### src/rtl/key_blink_driver.sv
// key_blink_driver
// Turns single-cycle key-press events into fixed-length LED blink bursts.
// Events arriving while a burst plays are counted in pend_cnt and replayed
// one burst per event, in order, with one IDLE clock between bursts.
//
// Ports:
//   clk       board clock, the only clock
//   rst_n     asynchronous active-low reset
//   evt_in    key-press event, one-clock pulse synchronous to clk
//   led_out   LED drive, active-low (0 = lit), registered
//   busy      high while a burst is playing, registered
//   pend_cnt  events accepted but not yet started, saturating
//   overflow  one-clock pulse when an event is dropped at saturation
//
// state | meaning
// ------+---------------------------------------------
// IDLE  | no burst; starts one when pend_cnt > 0
// ON    | LED lit, timer counts 0 .. ON_CYCLES-1
// OFF   | LED dark, timer counts 0 .. OFF_CYCLES-1
module key_blink_driver #(
  parameter int ON_CYCLES  = 12_500_000,
  parameter int OFF_CYCLES = 12_500_000,
  parameter int BLINKS     = 3,
  parameter int PEND_W     = 3,
  parameter int CNT_W      = 24
) (
  input  logic              clk,
  input  logic              rst_n,
  input  logic              evt_in,
  output logic              led_out,
  output logic              busy,
  output logic [PEND_W-1:0] pend_cnt,
  output logic              overflow
);

  localparam int IDX_W = (BLINKS > 1) ? $clog2(BLINKS) : 1;

  localparam logic [CNT_W-1:0]  ON_LAST  = CNT_W'(ON_CYCLES - 1);
  localparam logic [CNT_W-1:0]  OFF_LAST = CNT_W'(OFF_CYCLES - 1);
  localparam logic [IDX_W-1:0]  IDX_LAST = IDX_W'(BLINKS - 1);
  localparam logic [PEND_W-1:0] PEND_MAX = '1;

  typedef enum logic [1:0] {
    IDLE = 2'd0,
    ON   = 2'd1,
    OFF  = 2'd2
  } state_t;

  state_t            state_q, state_d;
  logic [CNT_W-1:0]  timer_q, timer_d;
  logic [IDX_W-1:0]  idx_q, idx_d;
  logic              led_q, led_d;
  logic              busy_q, busy_d;
  logic [PEND_W-1:0] pend_q, pend_d;
  logic              ovf_q, ovf_d;
  logic              start;

  always_ff @(posedge clk or negedge rst_n) begin
    if (!rst_n) begin
      state_q <= IDLE;
      timer_q <= '0;
      idx_q   <= '0;
      led_q   <= 1'b1;
      busy_q  <= 1'b0;
      pend_q  <= '0;
      ovf_q   <= 1'b0;
    end else begin
      state_q <= state_d;
      timer_q <= timer_d;
      idx_q   <= idx_d;
      led_q   <= led_d;
      busy_q  <= busy_d;
      pend_q  <= pend_d;
      ovf_q   <= ovf_d;
    end
  end

  // A burst starts only from the counter, never straight from evt_in, so
  // every event costs exactly one pending slot and yields exactly one burst.
  assign start = (state_q == IDLE) && (pend_q != '0);

  always_comb begin
    state_d = state_q;
    timer_d = timer_q;
    idx_d   = idx_q;
    led_d   = led_q;
    busy_d  = busy_q;

    case (state_q)
      IDLE: begin
        timer_d = '0;
        idx_d   = '0;
        led_d   = 1'b1;
        busy_d  = 1'b0;
        if (start) begin
          state_d = ON;
          led_d   = 1'b0;
          busy_d  = 1'b1;
        end
      end
      ON: begin
        if (timer_q == ON_LAST) begin
          state_d = OFF;
          timer_d = '0;
          led_d   = 1'b1;
        end else begin
          timer_d = timer_q + CNT_W'(1);
        end
      end
      OFF: begin
        if (timer_q == OFF_LAST) begin
          timer_d = '0;
          if (idx_q == IDX_LAST) begin
            state_d = IDLE;
            idx_d   = '0;
            busy_d  = 1'b0;
          end else begin
            state_d = ON;
            idx_d   = idx_q + IDX_W'(1);
            led_d   = 1'b0;
          end
        end else begin
          timer_d = timer_q + CNT_W'(1);
        end
      end
      default: begin
        state_d = IDLE;
        timer_d = '0;
        idx_d   = '0;
        led_d   = 1'b1;
        busy_d  = 1'b0;
      end
    endcase
  end

  // Start and event in the same clock cancel out: one slot consumed, one added.
  always_comb begin
    pend_d = pend_q;
    ovf_d  = 1'b0;
    if (evt_in && !start) begin
      if (pend_q == PEND_MAX) begin
        ovf_d = 1'b1;
      end else begin
        pend_d = pend_q + PEND_W'(1);
      end
    end else if (start && !evt_in) begin
      pend_d = pend_q - PEND_W'(1);
    end
  end

  assign led_out  = led_q;
  assign busy     = busy_q;
  assign pend_cnt = pend_q;
  assign overflow = ovf_q;

endmodule

### config.mk
export PLATFORM = sky130hd
export DESIGN_NAME = key_blink_driver
export DESIGN_NICKNAME = d
export VERILOG_FILES = /design/src/rtl/key_blink_driver.sv
export SDC_FILE = /design/constraint.sdc
export NUM_CORES = 1
export LEC_CHECK = 0
export BUFFER_PORTS_ARGS = -buffer_cell sky130_fd_sc_hd__buf_4
export CAP_MARGIN = 20
export CORE_MARGIN = 3
export CORE_UTILIZATION = 65
export CTS_BUF_LIST = sky130_fd_sc_hd__clkbuf_4 sky130_fd_sc_hd__clkbuf_8
export DETAILED_ROUTE_END_ITERATION = 7
export PLACE_DENSITY = 0.93
export SLEW_MARGIN = 5
export SYNTH_ARGS = -nofsm -noshare
export SYNTH_HDL_FRONTEND = slang
export SYNTH_SLANG_ARGS = --single-unit
### constraint.sdc
create_clock -name clk -period 5.05 [get_ports clk]
set_input_delay 0.505 -clock clk [delete_from_list [all_inputs] [get_ports clk]]
set_output_delay 0.505 -clock clk [all_outputs]
set_load 0.02 [all_outputs]
## After elaboration in Yosys (flattened, before gate mapping)

Index checks and enable logic that the tools add are counted.

| cells by class | value |
|---|---|
| add/sub/neg operators | 4 |
| eq/ne operators | 11 |
| multiplexer cells | 24 |
| bitwise operators | 1 |
| reductions and logical operators | 14 |

Operators by type and width:

| kind | number |
|---|---|
| $mux 24 | 2 |
| $add 24x1->24 const B | 1 |
| $eq 24x24->1 const B | 1 |
| $ne 2x2->1 const B | 6 |
| $mux 1 | 10 |
| $mux 2 | 5 |
| $mux 3 | 3 |
| $reduce_and 3->1 | 3 |
| $pmux 1 s3 | 2 |
| $pmux 2 s3 | 1 |
| $eq 2x2->1 const B | 2 |
| $pmux 2 s2 | 1 |
| $reduce_and 2->1 | 2 |
| $add 3x1->3 const B | 1 |
| $eq 3x3->1 const B | 1 |
| $logic_and 1x1->1 | 3 |
| $reduce_bool 3->1 | 1 |
| $sub 3x1->3 const B | 1 |
| $add 2x1->2 const B | 1 |
| $eq 2x1->1 const B | 1 |
| $logic_not 1->1 | 2 |
| $logic_not 2->1 | 1 |
| $reduce_bool 2->1 | 1 |
| $reduce_or 2->1 | 1 |
| $not 1->1 | 1 |

| storage, ports and cells | value |
|---|---|
| flip-flop bits (word level) | 34 |
| bits of input ports | 3 |
| logic and storage cells | 61 |

## Longest topological paths before layout

| depth | value |
|---|---|
| word-level depth | 6 |
| mapped depth | 9 |
| depth with buffers taken out | 9 |

## Worst setup path before layout

Ideal clock, no wire load.

| path | value |
|---|---|
| path kind | flip-flop to flip-flop |
| start | register pend_q[2], in the netlist pend_cnt[2] |
| end | register pend_q[1], in the netlist pend_cnt[1] |
| data arrival time | 2.089 ns |
| setup slack | 2.837 ns |
| cell stages (with the launch flop) | 9 |
| buffers on the path | 1 |
| cell sequence | dfrtp_1 clkbuf_1 nor3_1 o21ai_0 fa_1 o21bai_1 o31a_1 o21ai_0 nand2_1 |

RTL lines:

| element | line | text |
|---|---|---|
| start, declared | 54 | `logic [PEND_W-1:0] pend_q, pend_d;` |
| start signal, assigned | 73 | `pend_q <= pend_d;` |
| $reduce_bool 3->1 | 80 | `assign start = (state_q == IDLE) && (pend_q != '0);` |
| $logic_and 1x1->1 | 80 |  |
| $logic_not 1->1 | 140 | `if (evt_in && !start) begin` |
| $logic_and 1x1->1 | 140 |  |
| $mux 3 | 140 |  |
| named net pend_d[1] | 54 |  |

The timed path passes the listed nets, and every way through them passes these cells.
A chain may end at the register's enable or synchronous reset.

## Worst setup path in the final report

| path | value |
|---|---|
| start | register state_q[0] |
| end | register pend_q[1], in the netlist pend_cnt[1] |

RTL lines:

| element | line | text |
|---|---|---|
| start, declared | 49 | `state_t state_q, state_d;` |
| start signal, assigned | 68 | `state_q <= state_d;` |
| $logic_not 2->1 | 80 |  |
| $logic_and 1x1->1 | 80 |  |
| $logic_not 1->1 | 140 |  |
| $logic_and 1x1->1 | 140 |  |
| $mux 3 | 140 |  |
| named net pend_d[1] | 54 |  |

The timed path passes the listed nets, and every way through them passes these cells.

==> reports/qor.txt <==
Status: finished, final reports clean
Via Count: 1541
Number of global-route vias before repair: 1351
Filler instances: 179
Synth Net Count: 216
Clock Tree Buf Depth: 2
Post-synth top area share: 0.431
Avg Cell Area, Syn: 9.25 sq um
Warnings from Yosys: 0
Cell with the largest stage delay on the worst path: fa_1
Post-Synthesis Cells: 207
CP endpoint kind: flop
Post-route minimum period: 2530 ps
CTS Root Cell: clkbuf_4
TritonCTS clock tree: done
Setup TNS: 0 ps
Layout cells sized above 1: 0.107
Pre-antenna DRT Iters: 5
Least-Margin Pin Slew: 721 ps
Initial antenna violation count: 0
Multi-input gate area in the final layout: 1010 sq um
Top post-synthesis cells by area: dfrtp_1, xor2_1, nor2_1, nand2_1, nand4_1
Post-route ant nets: 0
Slew Viols, Final: 0
Htree depth: 2
Syn Std Cell Area: 1920 sq um
Crit path cell chain: inv_1, ha_1, inv_1, o21ai_0, fa_1, o21bai_1, o31a_1, o21ai_0, nand2_1
Clock Latency Late Sink: 350 ps
Worst EP required: 5290 ps
CTS Sinks: 34
Die Width: 60.3 um
CP max stage delay: 490 ps
Number of diodes: 0
Total gr overflow: 0
CP arrival: 2770 ps
Final WL: 3840 um
Slack of the worst reg-to-reg path: 2520 ps
Number of CTS-inserted buffers: 5
Post-route DRC: 0
Pwr dens: 420 nW/um^2
Die area: 3630 sq um
Synth area leader: dfrtp_1
Clock slew at reported path FFs: 110 ps
Post-CTS sizing: 0
Hpwl dp: 2740 um
Max-cap viol count: 0
Setup ws final: 2520 ps
Part of the cycle the worst path needs: 0.501
Postcts setup bufs: 0
PnR Total Power: 860 uW
Slew HR: 0.515
Pre-CTS setup slack: 2590 ps
Max rail drop VDD: 557 uV
DP Cell Count: 238
Total Routing Usage GR: 0.233
Initial Utilization: 0.689
Register area share after synthesis: 0.445
Critical Path Source Type: flop
Core area: 2780 sq um
WL per Instance: 15.6 um
IO Count: 9
Max Freq: 0.395 GHz
Post-synthesis cell type count: 42
Hold Buf Count CTS: 0
RSZ-0062 raised after global routing: no
Yosys reg bits: 34
Layout Cells excl Fill: 246
Dominant synthesized flop cell: dfrtp_1
Post-synth EDFFs: 0
# setup viols final: 0
First-pass GRT wire length: 6170 um
Seq. cell area: 852 sq um
WS Path Type: flop to flop
IO buf count: 8
Post-synth ARST share: 1.00
# nets final: 223
Top cells by count, synth: dfrtp_1, nor2_1, nand2_1, xor2_1
Largest net degree at the start of global routing: 35
Leak Pwr: 0.000852 uW
Hold Path Class: input port to async pin
Reg2Reg Depth: 9
Worst clock skew: 11.2 ps
Worst r2r src: state_q[0]
Hold_ws: 67.8 ps
Die H: 60.3 um
Crit Path Max Fanout: 13
Final Hold Viols: 0
Count leader, synth: dfrtp_1
Area growth, synth to finish: 6.92%
Vias per std cell: 6.26
RR Endpoint: pend_cnt[1]
Initial DRC count: 128
GPL Wtd Cong: 0.853
Site Rows: 19
kinds of logic after synthesis:
logic type	after synthesis	synth area share
XOR/XNOR	21	0.0960
flip-flops	34	0.445
AND/OR/NAND/NOR	98	0.271
multiplexers	3	0.0163
AO/OA/AOI/OAI	30	0.0993
adder cells (fa/ha/maj)	6	0.0431
buffers and inverters	15	0.0294
metrics by stage:
stage | cell area [sq um] | util
floorplan | 1920 | -
global placement | 1980 | 0.713
detailed placement | 1980 | 0.713
CTS | 2050 | 0.736
global route | 2050 | 0.736
finish | 2050 | 0.736
cell usage in the layout, fill, tap and decap left out, types with 4 or more instances in the layout:
cell type / instances
nand3_1: 11
nand2_1: 19
nor2_1: 32
inv_1: 7
o21ai_0: 8
ha_1: 5
nand4_1: 11
nor3_1: 4
dfrtp_1: 33
xnor2_1: 7
buf_4: 8
clkbuf_4: 6
a21oi_1: 8
xor2_1: 14
power by group:
| group | internal (uW) | total [uW] | leakage, uW | switching [uW] |
|---|---|---|---|---|
| clock | 72.7 | 165 | 0.0000387 | 92.5 |
| sequential | 310 | 367 | 0.000457 | 57.5 |
| combinational | 133 | 327 | 0.000357 | 194 |
registers in the layout, indices dropped and copies added, names as in the netlist:
name	count
pend_cnt	3
overflow	1
timer_q	24
led_out	1
idx_q	2
busy	1
state_q	2
critical path: cells and delay by family (launching register included):
family                   cells  cell delay (ps)
buffers and inverters        2              360
AND/OR/NAND/NOR              1               60
adder cells (fa/ha/maj)      2              910
flip-flops                   1              440
AO/OA/AOI/OAI                4              630
layout make-up:
class	instances	share of cell area
clock buffers	7	0.0287
clock inverters	1	0.00244
inverters	7	0.0128
multi-input cells	158	0.492
flip-flops and latches	34	0.416
well taps	31	0.0189
repair buffers	8	0.0293
per-layer routing:
metal,vias up,share of wire,track usage
met5,-,0,0
met4,0,0.020,0.0981
met3,12,0.048,0.0626
met2,51,0.51,0.372
met1,736,0.42,0.297
li1,742,-,-
how the worst max path moves through the flow:
stage	start	end
2_1_floorplan	pend_cnt[2]	pend_cnt[1]
3_3_place_gp	state_q[0]	pend_cnt[1]
3_5_place_dp	state_q[0]	pend_cnt[1]
4_1_cts	state_q[0]	pend_cnt[1]
5_1_grt	state_q[0]	pend_cnt[1]
6_report	state_q[0]	pend_cnt[1]
(Power assumes the default switching activity.)
